`src/rtl/legv8_fetch_unit.sv`:
```
// LEGv8 instruction fetch engine: owns the PC, issues one instruction-memory
// read at a time and hands {instr, pc} to decode over a valid/ready channel.
module legv8_fetch_unit #(
    parameter int                 ADDR_W   = 32,
    parameter int                 INSTR_W  = 32,
    parameter logic [ADDR_W-1:0]  RESET_PC = '0
) (
    input  logic                clk,
    input  logic                reset,
    input  logic                redirect_valid,
    input  logic [ADDR_W-1:0]   redirect_pc,
    output logic                imem_req_valid,
    output logic [ADDR_W-1:0]   imem_req_addr,
    input  logic                imem_req_ready,
    input  logic                imem_rsp_valid,
    input  logic [INSTR_W-1:0]  imem_rsp_data,
    output logic                if_valid,
    output logic [INSTR_W-1:0]  if_instr,
    output logic [ADDR_W-1:0]   if_pc,
    input  logic                if_ready
);

    typedef enum logic [2:0] {
        IDLE,
        FETCH,
        WAIT,
        HOLD,
        DRAIN
    } state_t;

    state_t             state;
    state_t             next_state;
    logic [ADDR_W-1:0]  pc;
    logic [ADDR_W-1:0]  req_pc;
    logic               redirect_take;
    logic               rsp_capture;

    // Redirects are ignored in IDLE; a response that coincides with a redirect is stale.
    assign redirect_take = redirect_valid && (state != IDLE);
    assign rsp_capture   = (state == WAIT) && imem_rsp_valid && !redirect_valid;

    always_ff @(posedge clk) begin
        if (reset) begin
            state <= IDLE;
        end else begin
            state <= next_state;
        end
    end

    always_comb begin
        next_state = state;
        case (state)
            IDLE:  next_state = FETCH;
            FETCH: begin
                if (redirect_valid) begin
                    next_state = imem_req_ready ? DRAIN : FETCH;
                end else if (imem_req_ready) begin
                    next_state = WAIT;
                end
            end
            WAIT: begin
                if (redirect_valid) begin
                    next_state = imem_rsp_valid ? FETCH : DRAIN;
                end else if (imem_rsp_valid) begin
                    next_state = HOLD;
                end
            end
            HOLD: begin
                if (redirect_valid || if_ready) begin
                    next_state = FETCH;
                end
            end
            DRAIN: begin
                if (imem_rsp_valid) begin
                    next_state = FETCH;
                end
            end
            default: next_state = IDLE;
        endcase
    end

    always_ff @(posedge clk) begin
        if (reset) begin
            pc       <= RESET_PC;
            req_pc   <= RESET_PC;
            if_instr <= '0;
            if_pc    <= '0;
        end else begin
            if (redirect_take) begin
                pc <= redirect_pc & ~ADDR_W'(3);
            end else if (rsp_capture) begin
                pc <= pc + ADDR_W'(4);
            end
            if ((state == FETCH) && imem_req_ready) begin
                req_pc <= pc;
            end
            if (rsp_capture) begin
                if_instr <= imem_rsp_data;
                if_pc    <= req_pc;
            end
        end
    end

    // if_valid is high exactly while an instruction is parked in HOLD.
    always_comb begin
        imem_req_valid = (state == FETCH);
        imem_req_addr  = pc;
        if_valid       = (state == HOLD);
    end

endmodule
```
`config.mk`:
```
export PLATFORM = sky130hd
export DESIGN_NAME = legv8_fetch_unit
export DESIGN_NICKNAME = d
export VERILOG_FILES = /design/src/rtl/legv8_fetch_unit.sv
export SDC_FILE = /design/constraint.sdc
export NUM_CORES = 1
export LEC_CHECK = 0
export CAP_MARGIN = 20
export CORE_ASPECT_RATIO = 1.4
export CORE_MARGIN = 3
export CORE_UTILIZATION = 25
export DETAILED_ROUTE_END_ITERATION = 12
export PLACE_DENSITY_LB_ADDON = 0.3
export SLEW_MARGIN = 20
export SYNTH_ARGS = -nofsm -noshare
export SYNTH_HDL_FRONTEND = slang
export SYNTH_SLANG_ARGS = --single-unit
```
`constraint.sdc`:
```
create_clock -name clk -period 2.25 [get_ports clk]
set_clock_uncertainty 0.05 [all_clocks]
set_input_delay 0.675 -clock clk [delete_from_list [all_inputs] [get_ports clk]]
set_output_delay 0.675 -clock clk [all_outputs]
set_load 0.005 [all_outputs]
```
==> out/results.md <==
- completed — run status
- 48.1% — share of the yosys chip area belonging to registers
- 15.5% — total track usage
- 5153 — vias in the first global route
- 0.57 ns — peak per-stage delay on the critical path
- 0 — Ant. Diodes
- 0.00520 mm² — cell area after synthesis
- 0.795 — RD Place Congestion
- 48 — Synth cell types
- 177 µm — die outline height
- 0 — grt ovf
- 12.9% — fraction of layout cells with a size suffix above 1
- 0 — total number of yosys warnings
- primary output — type of element capturing the critical path
- 0 — drt drc
- 1095 — number of instances in the placed design
- flip-flop to primary output — path type of the worst setup path
- 0.00819 mm² — final cell area excluding filler cells
- 0 — final number of setup-violating endpoints
- 168 — I/O Pins
- 49 — largest net degree at the start of global routing
- clkdlybuf4s50_1 — CP cell instances
- 5 — count of TritonRoute iterations in the first routing pass
- buffers and inverters — CP top delay family
- done — CTS tree
- 4.67 — detailed-route vias per instance
- 17.3 mm — post-detailed-routing wire length
- 0.0201 mm² — Core Footprint
- dfxtp_1 — prevailing post-synth register cell
- 5265 — total number of vias
- 665 — synthesized netlist cell count
- 125 — FF+latch count, synth
- 0.401 ns — Final Hold Slack
- 0 — number of enable-type register cells in the synthesized netlist
- 0 — maxcap violations
- 66.8% — headroom to the max-slew limit
- 2 — maximum buffer depth of the clock tree
- flip-flop to flip-flop — worst min path class
- 0% — proportion of register bits with asynchronous set or reset after synthesis
- 6.14 mW — overall power of the completed layout
- 2.19 ns — final period demand of the worst path
- 1127 — final cell count without fillers
- 27.7 mm — global-route wire length before repair
- 2132 — number of filler instances in the final layout
- 17 — total CTS buffers
- 0.41 ns — clock latency of the later-clocked register in the worst-skew pair
- 0.0226 mm² — area of the die
- 1.46 ns — arrival time at the worst endpoint
- 128 µm — DIE WIDTH
- 0 — Hold Fails Final Rpt
- 750 mW/mm² — Pwr per Cell Area
- clkbuf_16 — buffer cell driving the clock tree root
- 0.475 mV — IR Drop Worst-Case VDD
- 0.457 GHz — maximum frequency from static timing analysis
- 1.52 ns — Crit path required time
- flip-flop — category of the worst setup path launch point
- false — unrepaired setup endpoints after global routing
- 4 — H-tree Lvls
- 57.3% — Area Overhead vs Synth
- 25.8% — Initial Util
- 7.82 µm² — per-instance average area after synthesis
- 0 — Max Slew Vio Count
- clkdlybuf4s50_1 — Critical-path top delay cell
- 0 — antenna-violating nets left
- 0.00751 mm² — post-detailed-placement cell area
- 2.83 nW — Leak Pwr
- 0.06 ns — clock transition at the register clock pins on the worst setup and hold paths after CTS
- 0 — initial antenna violation count
- 161 — Port Buffer Count
- 1 — buffer and inverter count on the worst path
- -0.317 ns — Setup Slack @ Placement
- 61 — num rows
- 97.3% — final worst-path cycle share
- 0 — hold-fix buffers at CTS
- 8 — top fanout value on the critical path
- 125 — clock sinks
- 933 — # nets final
- 0.491 ns — transition time at the pin with the least slew margin
- 0.0602 ns — setup slack after layout
- 12.5 mm — DP HPWL
- 40.6% — core occupancy in the finished layout
- 15.4 µm — average detailed-routed wire length per instance
- 295 — 1st-iter DRT viols
- 0 ns — setup TNS after final layout
## placed cells by master, fill, tap and decap left out, types with 10 or more instances in the layout
cell type / instances
nand2_1: 198
nor2_1: 33
xnor2_1: 10
nor3_1: 13
clkbuf_16: 17
a211oi_1: 13
buf_4: 57
a21oi_1: 103
dfxtp_1: 123
clkdlybuf4s50_1: 158
nand3_1: 16
## logic make-up (layout without fill, tap and decap cells)
kind of cell	count (synthesis)	count (layout)	synth area share, %
adders and majority gates	1	1	0.240
other	1	4	0.0721
and+or+nand+nor	313	313	27.2
AOI/OAI and AO/OA	155	155	17.2
buffers and inverters	54	261	4.42
xor gates and xnor gates	15	15	2.53
muxes	1	1	0.192
DFF	125	125	48.1
## final timing paths
kind | startpoint | end | slack (ns) | depth (start not counted)
worst max-delay path | imem_req_addr[19]$_SDFFE_PP0P_ | imem_req_addr[19] | 0.06 | 1
worst min-delay path | req_pc[28]$_SDFFE_PP0P_ | if_pc[28]$_SDFFE_PP0P_ | 0.40 | 2
worst max register to register | imem_req_addr[19]$_SDFFE_PP0P_ | imem_req_addr[30]$_SDFFE_PP0P_ | 0.25 | 5
worst min register to register | req_pc[28]$_SDFFE_PP0P_ | if_pc[28]$_SDFFE_PP0P_ | 0.40 | 2
## layer usage
metal	up-vias	GRT usage, %	share of wire [%]
met5	-	0	0
met4	0	5.18	1.2
met3	12	3.17	4.7
met2	139	26.1	50
met1	2447	19.6	44
li1	2667	-	-
## cell usage after synthesis, types with 2 or more instances
library cell	n	share of area [%]
nand2_1	199	14
dfxtp_1	125	48
a21oi_1	103	9.9
nor2_1	35	2.5
clkbuf_1	34	2.5
nand3_1	16	1.5
a211oi_1	13	1.9
nor3_1	13	1.3
xnor2_1	10	1.7
nand4_1	9	1.1
a22oi_1	7	1.0
buf_2	7	0.67
o21ai_0	7	0.67
a31oi_1	6	0.72
or3_1	6	0.72
and3_1	5	0.60
and4_1	5	0.84
buf_4	5	0.72
xor2_1	5	0.84
a311oi_1	4	0.67
buf_1	4	0.29
inv_1	4	0.29
nor4_1	4	0.48
nand2b_1	3	0.36
o211ai_1	3	0.43
o22ai_1	3	0.36
a2111oi_0	2	0.34
a21o_1	2	0.29
a31o_2	2	0.34
and2_1	2	0.24
nand3b_1	2	0.29
nand4_4	2	0.82
nor4b_1	2	0.34
or2_2	2	0.24
## flip-flops by register name (all words and copies together), names as in the netlist
register,cells
if_instr,32
if_pc,30
imem_req_addr,30
req_pc,30
state,3
## where the power goes
| part | internal, mW | leakage [nW] | switching (mW) |
|---|---|---|---|
| Sequential | 2.29 | 1.01 | 0.0671 |
| Combinational | 0.371 | 1.50 | 0.316 |
| Clock | 2.03 | 0.320 | 1.07 |
| Total | 4.69 | 2.83 | 1.45 |
## area by class of cell
cell class	instances	area, µm²	area share (%)
Inverter	4	15.0	0.183
Tap cell	252	315	3.85
Multi-Input combinational cell	489	2500	30.5
Clock inverter	13	210	2.57
Clock buffer	19	453	5.53
Timing Repair Buffer	225	2190	26.7
Sequential cell	125	2500	30.6
## repair_timing
action,in CTS,in global routing
resized for setup,2,4
pin swaps,0,1
setup endpoints to repair,2,5
setup buffers,0,0
Power figures use the tool's default switching activity.
